`src/rtl/axi4lite_cmd_master.sv`:
```
// AXI4-Lite master for the IIC register port: one command in, one AXI transaction out,
// one response back. At most one transaction outstanding, with an optional hung-slave timeout.
module axi4lite_cmd_master #(
  parameter int ADDR_W         = 9,
  parameter int DATA_W         = 32,
  parameter int TIMEOUT_CYCLES = 1024
) (
  input  logic                s_axi_aclk,
  input  logic                s_axi_aresetn,
  // command / response side
  input  logic                cmd_valid,
  output logic                cmd_ready,
  input  logic                cmd_write,
  input  logic [ADDR_W-1:0]   cmd_addr,
  input  logic [DATA_W-1:0]   cmd_wdata,
  input  logic [DATA_W/8-1:0] cmd_wstrb,
  output logic                rsp_valid,
  input  logic                rsp_ready,
  output logic [DATA_W-1:0]   rsp_rdata,
  output logic [1:0]          rsp_resp,
  output logic                rsp_timeout,
  // AXI4-Lite master
  output logic [ADDR_W-1:0]   s_axi_awaddr,
  output logic                s_axi_awvalid,
  input  logic                s_axi_awready,
  output logic [DATA_W-1:0]   s_axi_wdata,
  output logic [DATA_W/8-1:0] s_axi_wstrb,
  output logic                s_axi_wvalid,
  input  logic                s_axi_wready,
  input  logic [1:0]          s_axi_bresp,
  input  logic                s_axi_bvalid,
  output logic                s_axi_bready,
  output logic [ADDR_W-1:0]   s_axi_araddr,
  output logic                s_axi_arvalid,
  input  logic                s_axi_arready,
  input  logic [DATA_W-1:0]   s_axi_rdata,
  input  logic [1:0]          s_axi_rresp,
  input  logic                s_axi_rvalid,
  output logic                s_axi_rready
);

  typedef enum logic [2:0] {IDLE, WR_AW_W, WR_B, RD_AR, RD_R, RSP} state_t;

  localparam int CNT_W = (TIMEOUT_CYCLES > 1) ? $clog2(TIMEOUT_CYCLES + 1) : 1;
  localparam logic [CNT_W-1:0] TO_LAST = CNT_W'((TIMEOUT_CYCLES > 0) ? TIMEOUT_CYCLES - 1 : 0);

  state_t           state;
  logic [CNT_W-1:0] cnt;
  logic [CNT_W-1:0] cnt_inc;
  logic             aw_fin, w_fin, busy, progress, timeout_hit, abort;

  // AW and W channels are finished once their valid is low or handshaking this edge.
  assign aw_fin  = !s_axi_awvalid || s_axi_awready;
  assign w_fin   = !s_axi_wvalid  || s_axi_wready;
  assign cnt_inc = (cnt == '1) ? cnt : cnt + 1'b1;
  assign busy    = (state == WR_AW_W) || (state == WR_B) || (state == RD_AR) || (state == RD_R);

  // A real handshake landing on the timeout edge wins over the abort.
  always_comb begin
    progress = 1'b0;
    case (state)
      WR_AW_W: progress = aw_fin && w_fin;
      WR_B:    progress = s_axi_bvalid;
      RD_AR:   progress = s_axi_arready;
      RD_R:    progress = s_axi_rvalid;
      default: progress = 1'b0;
    endcase
  end

  assign timeout_hit = (TIMEOUT_CYCLES != 0) && (cnt >= TO_LAST);
  assign abort       = busy && timeout_hit && !progress;

  // NOTE: every output is a register and all state uses non-blocking assignments, so
  // downstream logic sees values that changed only at the clock edge, never mid-cycle.
  always_ff @(posedge s_axi_aclk or negedge s_axi_aresetn) begin
    if (!s_axi_aresetn) begin
      state         <= IDLE;
      cnt           <= '0;
      cmd_ready     <= 1'b0;
      rsp_valid     <= 1'b0;
      rsp_rdata     <= '0;
      rsp_resp      <= 2'b00;
      rsp_timeout   <= 1'b0;
      s_axi_awaddr  <= '0;
      s_axi_awvalid <= 1'b0;
      s_axi_wdata   <= '0;
      s_axi_wstrb   <= '0;
      s_axi_wvalid  <= 1'b0;
      s_axi_bready  <= 1'b0;
      s_axi_araddr  <= '0;
      s_axi_arvalid <= 1'b0;
      s_axi_rready  <= 1'b0;
    end else begin
      if (busy) cnt <= cnt_inc;

      case (state)
        IDLE: begin
          cmd_ready <= 1'b1;
          if (cmd_valid && cmd_ready) begin
            cmd_ready <= 1'b0;
            cnt       <= '0;
            if (cmd_write) begin
              state         <= WR_AW_W;
              s_axi_awaddr  <= cmd_addr;
              s_axi_wdata   <= cmd_wdata;
              s_axi_wstrb   <= cmd_wstrb;
              s_axi_awvalid <= 1'b1;
              s_axi_wvalid  <= 1'b1;
            end else begin
              state         <= RD_AR;
              s_axi_araddr  <= cmd_addr;
              s_axi_arvalid <= 1'b1;
            end
          end
        end

        WR_AW_W: begin
          if (s_axi_awvalid && s_axi_awready) s_axi_awvalid <= 1'b0;
          if (s_axi_wvalid && s_axi_wready)   s_axi_wvalid  <= 1'b0;
          if (aw_fin && w_fin) begin
            state        <= WR_B;
            s_axi_bready <= 1'b1;
          end
        end

        WR_B: begin
          if (s_axi_bvalid) begin
            state        <= RSP;
            s_axi_bready <= 1'b0;
            rsp_valid    <= 1'b1;
            rsp_resp     <= s_axi_bresp;
            rsp_rdata    <= '0;
            rsp_timeout  <= 1'b0;
          end
        end

        RD_AR: begin
          if (s_axi_arready) begin
            state         <= RD_R;
            s_axi_arvalid <= 1'b0;
            s_axi_rready  <= 1'b1;
          end
        end

        RD_R: begin
          if (s_axi_rvalid) begin
            state        <= RSP;
            s_axi_rready <= 1'b0;
            rsp_valid    <= 1'b1;
            rsp_resp     <= s_axi_rresp;
            rsp_rdata    <= s_axi_rdata;
            rsp_timeout  <= 1'b0;
          end
        end

        RSP: begin
          if (rsp_ready) begin
            state     <= IDLE;
            rsp_valid <= 1'b0;
            cmd_ready <= 1'b1;
          end
        end

        default: state <= IDLE;
      endcase

      // Hung-slave abort: deliberately drops the bus mid-transaction.
      if (abort) begin
        state         <= RSP;
        s_axi_awvalid <= 1'b0;
        s_axi_wvalid  <= 1'b0;
        s_axi_bready  <= 1'b0;
        s_axi_arvalid <= 1'b0;
        s_axi_rready  <= 1'b0;
        rsp_valid     <= 1'b1;
        rsp_resp      <= 2'b10;
        rsp_rdata     <= '0;
        rsp_timeout   <= 1'b1;
      end
    end
  end

endmodule
```
`config.mk`:
```
export PLATFORM = sky130hd
export DESIGN_NAME = axi4lite_cmd_master
export DESIGN_NICKNAME = d
export VERILOG_FILES = /design/src/rtl/axi4lite_cmd_master.sv
export SDC_FILE = /design/constraint.sdc
export NUM_CORES = 1
export LEC_CHECK = 0
export CAP_MARGIN = 15
export CORE_ASPECT_RATIO = 0.75
export CORE_MARGIN = 4
export CORE_UTILIZATION = 38
export CTS_CLUSTER_DIAMETER = 40
export DETAILED_ROUTE_END_ITERATION = 7
export GPL_ROUTABILITY_DRIVEN = 0
export PLACE_DENSITY = 0.72
export SYNTH_ARGS = -nofsm -noshare
export SYNTH_HDL_FRONTEND = slang
export SYNTH_SLANG_ARGS = --single-unit
```
`constraint.sdc`:
```
create_clock -name s_axi_aclk -period 4.5 [get_ports s_axi_aclk]
set_input_delay 0.675 -clock s_axi_aclk [delete_from_list [all_inputs] [get_ports s_axi_aclk]]
set_output_delay 0.675 -clock s_axi_aclk [all_outputs]
set_load 0.05 [all_outputs]
```
==> impl_metrics.ini <==
[drt]
drt_iter0_markers = 132
vias = 3496
vias_per_cell = 5.10
wl_per_cell_um = 17.5
routed_wl_um = 12000
remaining_drc_errors = 0
drtPass1Iterations = 4
detail-route-antenna-nets = 0

[setup_path]
cp_max_fo = 37
startpoint = state[0]
r2r-start = state[0]
worst_setup_path_start_kind = register
arrival_ns = 3.12
worstPathRequired_ns = 4.73
crit_path_end = s_axi_wdata[24]
rrSetupSlack_ns = 1.61
slowest_stage = dfrtp_1
crit_chain = or3_4, nor2_2, nand2_2, buf_4, mux2_4
crit_path_end_kind = register
critPathKind = reg2reg
r2r-end = s_axi_wdata[24]
slowest_delay_ns = 0.66
reg2reg_depth = 5

[clock_network]
clk_path_buf_depth = 2
clk_latency_ns = 0.34
cts.sinks = 110
htreeDepth = 3
cts_hold_buffers = 0
cts_buffers = 9
postCtsSetupBuffers = 0
cts_root_buf = clkbuf_16
cts_resized = 0
cts_tree = built
clk_pin_slew_worst_paths_ns = 0.07

[power]
ir_drop_mv = 0.494
design_power_total_mw = 6.03
power_density_nw_per_um2 = 867
leakagePower_nw = 2.95

[grt]
grt_pass1_wl_um = 18800
overflow = 0
grt_max_degree = 73
grt_use_total = 0.166
first_global_vias = 3598
antenna_found_initial = 0

[layout]
final_cell_mix = clkdlybuf4s50_1, dfrtp_1, a32o_1, mux2_4, mux2_2
diodes = 0
layout_commonest_cell = clkdlybuf4s50_1
drive_above_1_share = 0.168
fill_cells = 933
nets = 611
syn2layout_area_growth_pct = 47.7

[sta]
setup_viol = 0
max-slew-margin-rel = 0.386
rsz0062_at_grt = no
worst_pin_slew_ns = 0.921
hold_violations = 0
fin_skew_ns = 0.00679
fin_crit_sh = 0.643
drv_slew = 0
max_clock_freq_ghz = 0.346
fin_tns_setup_ns = 0
fin_crit_ns = 2.89

[synthesis]
synthAdderAreaFrac = 0.00266
synth_top_family_by_area = multiplexers
synth.top_cell.area_share = 0.585
synth_fp_nets = 430
muxShareOfSynthArea = 0.160
synth_simple_gate_area_frac = 0.0798
synth_compound_area_frac = 0.134
yosys.area_share.xor_xnor = 0.00745
synthFlopType = dfrtp_1
ys_top_cells_by_area = dfrtp_1, mux2_4, a32o_1
ys_seq_area_frac = 0.585
yosys_warnings = 0
netlist_area_sq_um = 4700
synth_top_area_cell = dfrtp_1
synth_cells = 338
ys_ff_latch = 110
yosys.cell_types.count = 50
synth_edf_count = 0
syn_avg_cell_area_sq_um = 13.9
async_flop_share = 1.00

[floorplan]
dieArea_sq_um = 14200
fp.dieW_um = 136
pin_count = 187
start_util = 0.396
dieHeight_um = 104
coreArea_sq_um = 11900
rows = 34

[worst_hold_path]
hp-class = in2async

[place]
hpwl_um = 8530
port_buffers = 186

[run_status]
outcome = finished, final reports clean

[run]
cap_violations = 0
==> worst min path at each step <==
stage                          from              end  slack [ns]  depth (start not counted)
global route        s_axi_wdata[11]  s_axi_wdata[11]        0.52                          1
floorplan             s_axi_aresetn        cmd_ready        0.38                          0
detailed placement      rsp_timeout      rsp_timeout        0.47                          2
CTS                     rsp_timeout      rsp_timeout        0.49                          2
finish                s_axi_aresetn   s_axi_wstrb[0]        0.44                          1
global placement        rsp_timeout      rsp_timeout        0.46                          2
==> worst max-delay path, delay by kind of cell (launching register included) <==
kind                   cells  cell delay [ns]
multiplexers               1             0.36
AND/OR/NAND/NOR            3             1.30
buffers and inverters      1             0.41
flip-flops                 1             0.66
==> kinds of logic after synthesis <==
family | after synthesis
AO/OA/AOI/OAI | 77
XOR/XNOR | 4
adder cells (fa/ha/maj) | 1
buffers and inverters | 23
flip-flops | 110
multiplexers | 58
AND/OR/NAND/NOR | 65
==> routing by layer <==
| layer | vias to the layer above | share of wire | track usage |
|---|---|---|---|
| met5 | - | 0 | 0 |
| met4 | 0 | 0.015 | 0.0468 |
| met3 | 15 | 0.11 | 0.0711 |
| met2 | 154 | 0.46 | 0.261 |
| met1 | 1694 | 0.41 | 0.209 |
| li1 | 1633 | - | - |
==> area by class of cell <==
class / instances / area, sq um / area share
Sequential cell: 110 / 2750 / 0.396
Timing Repair Buffer: 191 / 1900 / 0.273
Multi-Input combinational cell: 205 / 1820 / 0.262
Clock buffer: 10 / 229 / 0.0329
Tap cell: 162 / 203 / 0.0292
Clock inverter: 6 / 37.5 / 0.00540
Inverter: 2 / 7.51 / 0.00108
==> per-stage QoR <==
| stage | utilization | hold WS (ns) | setup WS [ns] | std cells | cell area, sq um |
|---|---|---|---|---|---|
| after detailed placement | 0.563 | 0.473 | 1.46 | 670 | 6680 |
| after global routing | 0.585 | 0.522 | 1.45 | 686 | 6950 |
| after CTS | 0.585 | 0.490 | 1.62 | 686 | 6950 |
| after global placement | 0.563 | 0.458 | 1.57 | 670 | 6680 |
| final | 0.585 | 0.444 | 1.61 | 686 | 6950 |
| after floorplan | - | 0.379 | 2.64 | 338 | 4700 |
==> power by group <==
part           internal [mW]  total [mW]  switching (mW)
Clock                  0.375       0.722           0.347
Combinational           1.34        3.50            2.16
Sequential              1.46        1.81           0.346
==> cells in the mapped netlist, drive strengths merged, types with 3 or more instances <==
| cell | n |
|---|---|
| nor4 | 5 |
| or3 | 4 |
| o211ai | 5 |
| o21ai | 13 |
| nand2 | 15 |
| dfrtp | 110 |
| clkbuf | 5 |
| a31oi | 3 |
| nand2b | 3 |
| nor2 | 11 |
| o31ai | 4 |
| nor2b | 3 |
| mux2 | 55 |
| a21oi | 12 |
| nand3 | 10 |
| a32o | 32 |
| buf | 16 |
| mux2i | 3 |
==> sequential cells by signal, summed over array words and instances (netlist names) <==
register and cells:
s_axi_rready 1, s_axi_araddr 9, s_axi_wstrb 4, state 3, rsp_rdata 32, s_axi_arvalid 1
rsp_resp 2, s_axi_bready 1, rsp_timeout 1, rsp_valid 1, cnt 11, s_axi_wdata 32
s_axi_awaddr 9, s_axi_awvalid 1, cmd_ready 1, s_axi_wvalid 1
No activity file was read; power rests on OpenSTA's default activity.
